==> src/rtl/det_seq_pkg.sv <==
// det_seq_pkg: shared definitions for the detector sequencer.
//   state_t       - controller FSM state encoding (3 bits)
//   DEF_WIDTH     - default word width
//   DEF_CNT_W     - default match-count width
//   DEF_LAT       - default detector latency (det_w to det_z)
package det_seq_pkg;

  typedef enum logic [2:0] {
    ST_IDLE   = 3'd0,
    ST_CLEAR  = 3'd1,
    ST_SHIFT  = 3'd2,
    ST_DRAIN  = 3'd3,
    ST_REPORT = 3'd4
  } state_t;

  localparam int DEF_WIDTH = 8;
  localparam int DEF_CNT_W = 4;
  localparam int DEF_LAT   = 2;

endpackage

==> src/rtl/det_sample_pipe.sv <==
// det_sample_pipe: tracks which detector outputs belong to driven bits and
// counts matches.
//   clk, reset - clock and asynchronous active-high reset
//   clear      - synchronous clear of pipeline and count
//   push       - a bit is being driven into the detector this cycle
//   det_z      - detector match output
//   count      - saturating number of qualified matches
module det_sample_pipe
  import det_seq_pkg::*;
#(
  parameter int CNT_W = DEF_CNT_W,
  parameter int LAT   = DEF_LAT
) (
  input  logic             clk,
  input  logic             reset,
  input  logic             clear,
  input  logic             push,
  input  logic             det_z,
  output logic [CNT_W-1:0] count
);

  logic [LAT-1:0]   pipe_reg;
  logic [LAT-1:0]   pipe_next;
  logic [CNT_W-1:0] count_reg;
  logic             sample;

  // Shift in the "bit driven" flag; the low LAT bits of the concatenation
  // are the shifted pipeline for any LAT >= 1.
  always_comb begin
    pipe_next = LAT'({pipe_reg, push});
  end

  // The oldest flag lines up with det_z for the bit driven LAT cycles ago.
  assign sample = pipe_reg[LAT-1] & det_z;

  always_ff @(posedge clk or posedge reset) begin
    if (reset) begin
      pipe_reg  <= '0;
      count_reg <= '0;
    end else if (clear) begin
      pipe_reg  <= '0;
      count_reg <= '0;
    end else begin
      pipe_reg <= pipe_next;
      if (sample && (count_reg != {CNT_W{1'b1}})) begin
        count_reg <= count_reg + CNT_W'(1);
      end
    end
  end

  assign count = count_reg;

endmodule

==> src/rtl/det_seq_ctrl.sv <==
// det_seq_ctrl: feeds parallel words MSB-first into a shared serial sequence
// detector and returns the number of cycles the detector flagged a match.
//   clk, reset          - clock and asynchronous active-high reset
//   in_valid/in_ready   - word input handshake, in_data is the word
//   out_valid/out_ready - result handshake, out_count is the match count
//   det_reset           - detector reset (also asserted while reset is high)
//   det_w               - detector serial input (registered)
//   det_z               - detector match output
//   busy                - controller is not idle
module det_seq_ctrl
  import det_seq_pkg::*;
#(
  parameter int WIDTH = DEF_WIDTH,
  parameter int CNT_W = DEF_CNT_W,
  parameter int LAT   = DEF_LAT
) (
  input  logic             clk,
  input  logic             reset,
  input  logic             in_valid,
  input  logic [WIDTH-1:0] in_data,
  output logic             in_ready,
  output logic             out_valid,
  output logic [CNT_W-1:0] out_count,
  input  logic             out_ready,
  output logic             det_reset,
  output logic             det_w,
  input  logic             det_z,
  output logic             busy
);

  localparam int IW = $clog2(WIDTH);
  localparam int DW = $clog2(LAT + 1);

  state_t           state_reg;
  state_t           state_next;
  logic [WIDTH-1:0] sreg_reg;
  logic [IW-1:0]    idx_reg;
  logic [DW-1:0]    drain_reg;
  logic             det_w_reg;
  logic             shift_en;
  logic             accept;

  assign accept = (state_reg == ST_IDLE) && in_valid;

  always_comb begin
    state_next = state_reg;
    unique case (state_reg)
      ST_IDLE:   if (in_valid) state_next = ST_CLEAR;
      ST_CLEAR:  state_next = ST_SHIFT;
      ST_SHIFT:  if (idx_reg == IW'(WIDTH - 1)) state_next = ST_DRAIN;
      ST_DRAIN:  if (drain_reg == DW'(LAT - 1)) state_next = ST_REPORT;
      ST_REPORT: if (out_ready) state_next = ST_IDLE;
      default:   state_next = ST_IDLE;
    endcase
  end

  // det_w is registered, so the MSB is loaded on the edge that enters (or
  // stays in) SHIFT; this makes det_w valid exactly during SHIFT cycles.
  assign shift_en = (state_next == ST_SHIFT);

  always_ff @(posedge clk or posedge reset) begin
    if (reset) begin
      state_reg <= ST_IDLE;
      sreg_reg  <= '0;
      idx_reg   <= '0;
      drain_reg <= '0;
      det_w_reg <= 1'b0;
    end else begin
      state_reg <= state_next;
      det_w_reg <= shift_en ? sreg_reg[WIDTH-1] : 1'b0;
      if (accept) begin
        sreg_reg <= in_data;
      end else if (shift_en) begin
        sreg_reg <= {sreg_reg[WIDTH-2:0], 1'b0};
      end
      if (state_reg == ST_CLEAR) begin
        idx_reg   <= '0;
        drain_reg <= '0;
      end
      if (state_reg == ST_SHIFT) begin
        idx_reg <= idx_reg + IW'(1);
      end
      if (state_reg == ST_DRAIN) begin
        drain_reg <= drain_reg + DW'(1);
      end
    end
  end

  det_sample_pipe #(
    .CNT_W(CNT_W),
    .LAT  (LAT)
  ) u_pipe (
    .clk  (clk),
    .reset(reset),
    .clear(state_reg == ST_CLEAR),
    .push (state_reg == ST_SHIFT),
    .det_z(det_z),
    .count(out_count)
  );

  // reset is the only combinational path to the outputs.
  assign in_ready  = (state_reg == ST_IDLE) && !reset;
  assign out_valid = (state_reg == ST_REPORT);
  assign busy      = (state_reg != ST_IDLE);
  assign det_reset = reset || (state_reg == ST_CLEAR);
  assign det_w     = det_w_reg;

endmodule
==> config.mk <==
export PLATFORM = sky130hd
export DESIGN_NAME = det_seq_ctrl
export DESIGN_NICKNAME = d
export VERILOG_FILES = /design/src/rtl/det_seq_pkg.sv /design/src/rtl/det_sample_pipe.sv /design/src/rtl/det_seq_ctrl.sv
export SDC_FILE = /design/constraint.sdc
export NUM_CORES = 1
export LEC_CHECK = 0
export BUFFER_PORTS_ARGS = -buffer_cell sky130_fd_sc_hd__buf_2
export CORE_ASPECT_RATIO = 1.2
export CORE_UTILIZATION = 50
export DETAILED_ROUTE_END_ITERATION = 16
export GPL_TIMING_DRIVEN = 1
export PLACE_DENSITY = 0.8
export SYNTH_ARGS = -nofsm -noshare
export SYNTH_HDL_FRONTEND = slang
export SYNTH_HIERARCHICAL = 1
export SYNTH_SLANG_ARGS = --single-unit
export TNS_END_PERCENT = 20
==> constraint.sdc <==
create_clock -name clk -period 2.3 [get_ports clk]
set_clock_uncertainty 0.05 [all_clocks]
set_input_delay 0 -clock clk [delete_from_list [all_inputs] [get_ports clk]]
set_output_delay 0 -clock clk [all_outputs]
set_load 0.05 [all_outputs]
==> results of run 1 <==
-- critical path, cell delays in order, from the launching register on --
cell     delay, ps
dfrtp_1        610
nor3b_2        330
buf_4          220
or2_2          110
buf_2          240
-- layout by cell type (no fill, tap or decap), drive strengths merged --
cell | synthesis | layout
a21oi | 1 | 1
o21ai | 5 | 5
a31oi | 3 | 3
o311ai | 1 | 1
or2 | 2 | 2
nor2b | 5 | 5
nor2 | 4 | 4
and2 | 8 | 8
dfrtp | 23 | 23
or3 | 1 | 1
a221o | 6 | 6
a22o | 2 | 2
clkbuf | 1 | 4
a211oi | 2 | 2
nor3b | 4 | 4
nand2 | 7 | 7
nor3 | 2 | 2
inv | 4 | 4
nand3b | 1 | 1
nor4b | 2 | 2
ha | 4 | 4
mux2i | 1 | 1
mux2 | 2 | 2
buf | 4 | 23
and3 | 2 | 2
nand2b | 6 | 6
dlygate4sd3 | 0 | 12
nand4b | 1 | 1
-- cell type report --
cell class                 instances  area [um2]  area share, %
sequential                        23         576           39.6
timing repair buffer              35         240           16.5
multi-input combinational         72         558           38.4
clock buffer                       4        26.3           1.81
tap                               31        38.8           2.67
inverter                           4        15.0           1.03
-- cells by family after synthesis --
kind of cell	synth area share (%)
AO/OA/AOI/OAI	14.3
adder cells (fa/ha/maj)	4.19
buffers and inverters	5.03
flip-flops	48.2
multiplexers	3.04
AND/OR/NAND/NOR	25.3
-- per-layer routing --
metal	GRT usage, %	vias up	part of all wire, %
met5	0	-	0
met4	7.98	0	0.63
met3	2.94	2	2.5
met2	31.2	17	53
met1	21.8	439	44
li1	-	440	-
-- path summary, 6_finish.rpt --
| path | slack (ps) | depth (start not counted) | start | end |
|---|---|---|---|---|
| worst max-delay path | 430 | 4 | state_reg[0] | det_reset |
| worst min-delay path | 120 | 3 | reset | u_pipe/pipe_reg[1] |
| worst max register to register | 550 | 4 | state_reg[2] | sreg_reg[6] |
| worst min register to register | 440 | 1 | u_pipe/pipe_reg[0] | u_pipe/pipe_reg[1] |
| max in group asynchronous | 1480 | 3 | reset | idx_reg[1] |
| min in group clk | 390 | 4 | in_data[0] | sreg_reg[0] |
-- synth_stat cells --
cell and instances:
or3_1 1, clkbuf_1 1, ha_1 4, and2_1 8
nand2b_1 6, nor3b_2 3, nor3b_1 1, buf_4 1
a31oi_4 1, a21oi_1 1, a221o_1 6, nand3b_1 1
or2_2 1, o21ai_0 5, nand4b_1 1, nor3_1 2
or2_1 1, buf_6 3, a211oi_2 1, and3_1 2
dfrtp_1 23, nor2_1 4, a211oi_1 1, a31oi_1 2
mux2_2 1, nor4b_4 1, inv_1 4, mux2_4 1
nor2b_1 5, mux2i_1 1, nor4b_2 1, nand2_1 7
o311ai_0 1, a22o_1 2
-- power groups by stage --
stage / clock network (W) / logic (W) / registers (W)
detailed placement: 0 / 0.000910 / 0.000755
global placement: 0 / 0.000877 / 0.000747
CTS: 0.000189 / 0.000925 / 0.000750
global route: 0.000204 / 0.00101 / 0.000778
floorplan: 0 / 0.000702 / 0.000825
finish: 0.000181 / 0.000921 / 0.000750
-- through the flow --
step / cells / util [%]
after CTS: 169 / 63.7
after floorplan: 104 / -
after global placement: 153 / 57.3
after detailed placement: 153 / 57.3
final: 169 / 63.7
after global routing: 169 / 63.7
==> impl_metrics.json, run 1 <==
{
  "antenna_found_initial": 0,
  "drv_slew": 0,
  "crit_arrival_ps": 1820,
  "syn_to_final_growth_pct": 21.8,
  "cts_made_buffers": 3,
  "run_status": "finished, final reports clean",
  "port_buffers": 21,
  "postRouteAntennaNets": 0,
  "place_congestion": 0.847,
  "numClockSinks": 23,
  "power.internal_w": 0.00105,
  "drt-wirelength-per-cell_um": 12.3,
  "synth_area_leader_cell": "dfrtp_1",
  "start_kind": "flip-flop",
  "yosys_warnings": 6,
  "seq_area_frac_synth_pct": 48.2,
  "end_kind": "primary output",
  "diodes": 0,
  "cts_buffer_depth": 2,
  "setup_ws_ps": 425,
  "start_util_pct": 52.3,
  "design_power_total_w": 0.00185,
  "grt_overflow": 0,
  "synth.top_cell.area_share_pct": 48.2,
  "coreArea_um2": 2280,
  "grt_max_degree": 18,
  "clockRootBuffer": "clkbuf_4",
  "post-route-period-util_pct": 81.5,
  "grt_usage_pct": 18.4,
  "cts_setup_buffers": 0,
  "drc": 0,
  "ys_ff_latch": 23,
  "fmax_mhz": 533,
  "cts_hold_buf": 12,
  "leakage_nw": 0.689,
  "clk_latency_ps": 300,
  "min_path_type": "primary input to async pin",
  "n_fill_cell": 193,
  "synth_area_leaders": "dfrtp_1 (48%), a221o_1 (5.0%), and2_1 (4.2%), ha_1 (4.2%), nand2b_1 (3.1%)",
  "setup-violations-final": 0,
  "vdd_drop_max_uv": 661,
  "synth_cells": 104,
  "clkTransAtPathRegs_ps": 120,
  "cap_violations": 0,
  "syn_nets": 121,
  "via_per_inst": 5.31,
  "switching_power_w": 0.000802,
  "routed_wl_um": 2080,
  "period_minus_slack_ps": 1870,
  "grt_pass1_vias": 859,
  "tightest_slew_ps": 650,
  "io_pins": 22,
  "critPathMaxFanout": 11,
  "max_slew_margin_pct": 56.6,
  "synth.cell_area_um2": 1190,
  "nNetsFinal": 156,
  "grt_pass1_wl_um": 3470,
  "place_ws_ps": 583,
  "drt_iter0_drc": 17,
  "avgSynthCellArea_um2": 11.5,
  "cts_resized": 0,
  "placed_cell_area_um2": 1310,
  "seqPwrFrac_pct": 40.5,
  "die-height_um": 55.5,
  "hold_violations": 0,
  "largest_reg_flops": 8,
  "p_sw_share_pct": 43.3,
  "cellPowerDensity_nw_per_um2": 1270,
  "dieArea_um2": 2590,
  "finalInstanceArea_um2": 1450,
  "dr_total_vias": 898,
  "drt_pre_antenna_iters": 3,
  "comb_power_share_pct": 49.7,
  "drive_gt1_share_pct": 26.1,
  "num_rows": 19,
  "hpwl_um": 1420,
  "fin_tns_setup_ps": 0,
  "yosysUniqueCellTypes": 34,
  "htreeDepth": 1,
  "cts_tree": "yes",
  "critPathKind": "flip-flop to primary output",
  "hold_slack_ps": 123,
  "rsz0062_at_grt": "false",
  "p_clk_share_pct": 9.8,
  "cp_data_required_time_ps": 2250,
  "dieWidth_um": 46.6
}
(Power assumes the default switching activity.)
==> run 2: changes to the inputs <==
Clock period 2.3 ns to 1.9 ns, I/O delays scaled along.
==> run 2 against run 1 <==
Compared with the run above:
- sequential power is 23% higher
- first-iteration DRC count shrank 5.9%
- routed wire length increased by 10%
- combinational power increased by 24%
- critical endpoint unchanged
- largest cell class unchanged
- largest power group unchanged
==> impl_metrics.json, run 2 (same netlist as run 1, synthesis figures left out) <==
{
  "drc": 0,
  "clockRootBuffer": "clkbuf_4",
  "drv_slew": 0,
  "clkTransAtPathRegs_ps": 120,
  "routed_wl_um": 2290,
  "drt_pre_antenna_iters": 4,
  "numClockSinks": 23,
  "dieWidth_um": 46.6,
  "drt-met1-wl_um": 955,
  "final_cell_mix": "dfrtp_1 (21), buf_2 (21), dlygate4sd3_1 (12), and2_1 (8), nand2_1 (7)",
  "postRouteAntennaNets": 0,
  "crit_arrival_ps": 1700,
  "htreeDepth": 1,
  "cp_data_required_time_ps": 1850,
  "start_util_pct": 52.3,
  "dieArea_um2": 2590,
  "largest_reg_flops": 8,
  "max_slew_margin_pct": 59.7,
  "place_ws_ps": 158,
  "port_buffers": 21,
  "cap_violations": 0,
  "hold_violations": 0,
  "clk_latency_ps": 300,
  "setup-violations-final": 0,
  "coreArea_um2": 2280,
  "met3_length_um": 41,
  "die-height_um": 55.5,
  "io_pins": 22,
  "p_clk_share_pct": 9.6,
  "grt_pass1_vias": 907,
  "tightest_slew_ps": 601,
  "power.internal_w": 0.00128,
  "cts_buffer_depth": 2,
  "leakage_nw": 0.689,
  "min_path_type": "primary input to async pin",
  "drt-wirelength-per-cell_um": 13.5,
  "diodes": 0,
  "critPathKind": "flip-flop to primary output",
  "syn_to_final_growth_pct": 22.9,
  "num_rows": 19,
  "cts_tree": "yes",
  "setup_ws_ps": 147,
  "drt_iter0_drc": 16,
  "critPathMaxFanout": 11,
  "start_kind": "flip-flop",
  "drive_gt1_share_pct": 29.0,
  "rsz0062_at_grt": "false",
  "grt_max_degree": 18,
  "vdd_drop_max_uv": 878,
  "cts_made_buffers": 3,
  "via_per_inst": 5.28,
  "grt_pass1_wl_um": 3770,
  "end_kind": "primary output",
  "grt_usage_pct": 20.5,
  "period_minus_slack_ps": 1750,
  "comb_power_share_pct": 49.9,
  "dr_total_vias": 893,
  "fin_tns_setup_ps": 0,
  "antenna_found_initial": 0,
  "design_power_total_w": 0.00228,
  "nNetsFinal": 156,
  "hpwl_um": 1650,
  "p_sw_share_pct": 44.1,
  "cellPowerDensity_nw_per_um2": 1560,
  "top_layer_used": "met4",
  "run_status": "finished, final reports clean",
  "grt_overflow": 0,
  "cts_setup_buffers": 0,
  "switching_power_w": 0.00101,
  "route.met2.wl_um": 1250,
  "fmax_mhz": 571,
  "post-route-period-util_pct": 92.2,
  "place_congestion": 0.719,
  "seqPwrFrac_pct": 40.5
}
==> run 2: worst paths after layout <==
check | to | depth (start not counted) | startpoint | slack, ps
worst max-delay path | det_reset | 4 | state_reg[1] | 150
worst min-delay path | u_pipe/count[3] | 3 | reset | 130
worst max register to register | sreg_reg[4] | 5 | idx_reg[0] | 170
worst min register to register | det_w | 1 | sreg_reg[7] | 460
max in group asynchronous | state_reg[0] | 3 | reset | 1080
min in group clk | sreg_reg[0] | 4 | in_data[0] | 430
==> run 2: per-stage QoR <==
| stage | std cells | hold slack, ps | util [%] | cell area [um2] |
|---|---|---|---|---|
| after detailed placement | 153 | -88.7 | 57.4 | 1310 |
| after global placement | 153 | -99.8 | 57.4 | 1310 |
| after floorplan | 104 | -259 | - | 1200 |
| after global routing | 169 | 152 | 64.3 | 1470 |
| final | 169 | 131 | 64.3 | 1470 |
| after CTS | 168 | 0.144 | 63.4 | 1450 |
==> run 2: repair_timing <==
item                                   CTS  global route
setup endpoints to repair                0             1
hold buffers                            11             1
gates resized for setup                  0             3
endpoints found under the hold margin   33             1
==> run 2: metal layers <==
| layer | GRT usage (%) | up-vias |
|---|---|---|
| li1 | - | 438 |
| met1 | 24.0 | 433 |
| met4 | 10.9 | 0 |
| met2 | 34.3 | 18 |
| met5 | 0 | - |
| met3 | 2.94 | 4 |
==> run 2: final cells by class <==
class	count	area, um2
inverters	4	15.0
well taps	31	38.8
clock inverters	1	5.00
clock buffers	3	22.5
multi-input cells	72	567
flip-flops and latches	23	578
repair buffers	35	240
fillers	194	816
==> run 2: power by group through the flow <==
stage,combinational [W],clock (W),sequential (W)
after detailed placement,0.00113,0,0.000922
final,0.00114,0.000219,0.000925
after CTS,0.00114,0.000225,0.000916
after floorplan,0.000852,0,0.000998
after global placement,0.00107,0,0.000899
after global routing,0.00125,0.000255,0.000956
==> run 2: critical path, cell delays in order, from the launching register on <==
cell	delay [ps]
dfrtp_1	540
nor3b_4	300
buf_4	210
or2_2	110
buf_2	240
==> run 3: changes to the inputs <==
Settings changed: REMOVE_ABC_BUFFERS set to 1.
==> run 3 against run 2 <==
Compared with the run above:
- cell area decreased by 0.85%
- via count decreased by 1.1%
- highest routed layer unchanged
- largest cell class unchanged
- largest power group unchanged
- first-iteration DRC count unchanged
- global-route usage decreased by 0.83 points
- clock power about the same
- critical endpoint is now sreg_reg[1]
- count of clock-buffer cells in the layout unchanged
==> impl_metrics.json, run 3 (same netlist as run 1, synthesis figures left out) <==
{
  "drv_slew": 0,
  "hold_path_end": "u_pipe/count[2]",
  "routed_wl_um": 2250,
  "clockRootBuffer": "clkbuf_4",
  "numClockSinks": 23,
  "die-height_um": 55.5,
  "drt_pre_antenna_iters": 4,
  "critPathMaxStageDelay_ps": 410,
  "grt_pass1_wl_um": 3730,
  "drt_iter0_drc": 16,
  "hp-start": "det_z",
  "fin_tns_setup_ps": 0,
  "leakage_nw": 0.685,
  "drt-wirelength-per-cell_um": 13.4,
  "grt_pass1_vias": 880,
  "start_util_pct": 52.3,
  "critPathKind": "flip-flop to flip-flop",
  "place_congestion": 0.805,
  "clkTransAtPathRegs_ps": 130,
  "max_slew_margin_pct": 54.6,
  "place_inst": 153,
  "cts_made_buffers": 3,
  "run_status": "finished, final reports clean",
  "critPathMaxFanout": 9,
  "cts_tree": "yes",
  "port_buffers": 21,
  "period_minus_slack_ps": 1790,
  "cp_cell_sequence": "ha_1, ha_1, nor4b_4, or2_1, o311ai_0",
  "end_kind": "flip-flop",
  "crit_arrival_ps": 1900,
  "diodes": 0,
  "num_rows": 19,
  "dieArea_um2": 2590,
  "hold_violations": 0,
  "io_pins": 22,
  "post-route-period-util_pct": 94.4,
  "drive_gt1_share_pct": 28.5,
  "grt_max_degree": 18,
  "worst_path_max_delay_cell": "dfrtp_1",
  "clk_latency_ps": 300,
  "dieWidth_um": 46.6,
  "setup-violations-final": 0,
  "grt_overflow": 0,
  "htreeDepth": 1,
  "finalNonFillerCells": 168,
  "regToRegStartpoint": "idx_reg[0]",
  "postRouteAntennaNets": 0,
  "start_kind": "flip-flop",
  "fmax_mhz": 557,
  "cts_buffer_depth": 2,
  "min_path_type": "primary input to flip-flop",
  "final_util_pct": 63.7,
  "cp_data_required_time_ps": 2010,
  "r2r_setup_slack_ps": 110,
  "syn_to_final_growth_pct": 21.8,
  "coreArea_um2": 2280,
  "tightest_slew_ps": 676,
  "antenna_found_initial": 0,
  "cts_setup_buffers": 0,
  "largest_reg_flops": 8,
  "vdd_drop_max_uv": 1110,
  "drc": 0,
  "final_cell_mix": "dfrtp_1 (21), buf_2 (21), dlygate4sd3_1 (11), and2_1 (8), nand2_1 (7)",
  "grt_usage_pct": 19.7,
  "hold_depth": 3,
  "r2r_cells": 5,
  "worstReg2RegEnd": "sreg_reg[1]",
  "cellPowerDensity_nw_per_um2": 1570,
  "dr_total_vias": 883,
  "hpwl_um": 1630,
  "hold_slack_ps": 15.1,
  "nNetsFinal": 155,
  "cap_violations": 0,
  "cp_common_cell": "ha_1",
  "via_per_inst": 5.26,
  "rsz0062_at_grt": "false"
}
## run 3: worst max path at each step
stage / slack (ps) / cells past startpoint / endpoint / from
floorplan: -8 / 2 / in_ready / state_reg[2]
global placement: 240 / 5 / sreg_reg[2] / idx_reg[0]
detailed placement: 170 / 5 / sreg_reg[1] / idx_reg[0]
CTS: 10 / 4 / det_reset / state_reg[0]
global route: 7 / 5 / sreg_reg[1] / idx_reg[0]
finish: 110 / 5 / sreg_reg[1] / idx_reg[0]
## run 3: layout make-up
class	instances	area (um2)
multi-input combinational	72	564
fill	188	828
inverter	4	15.0
sequential	23	578
timing repair buffer	34	230
tap	31	38.8
clock inverter	1	5.00
clock buffer	3	22.5
## run 3: where the power goes
part	internal [W]	switching (W)
Sequential	0.000706	0.000206
Clock	0.0000784	0.000139
Combinational	0.000493	0.000659
Total	0.00128	0.00100
## run 3: per-stage QoR
step / instance area [um2] / power (W) / setup WS [ps]
floorplan: 1150 / 0.00176 / -8.17
global placement: 1310 / 0.00197 / 239
detailed placement: 1310 / 0.00205 / 165
CTS: 1450 / 0.00228 / 9.88
global route: 1450 / 0.00245 / 6.96
finish: 1450 / 0.00228 / 105
## run 3: critical path, delay by kind of cell (launching register included)
| kind | cells | cell delay, ps |
|---|---|---|
| AND/OR/NAND/NOR | 2 | 560 |
| AO/OA/AOI/OAI | 1 | 200 |
| adder cells (fa/ha/maj) | 2 | 420 |
| flip-flops | 1 | 410 |
## run 3: timing repair
| item | CTS | global route |
|---|---|---|
| gates resized for setup | 0 | 3 |
| hold buffers | 11 | 0 |
| hold endpoints to repair | 33 | 0 |
| setup endpoints to repair | 0 | 1 |
## run 3: routing by layer
metal  wire length, um  global-route usage [%]
met3                62                    2.94
met1              1000                    26.8
met5                 0                       0
met4                16                    6.30
met2              1170                    31.3
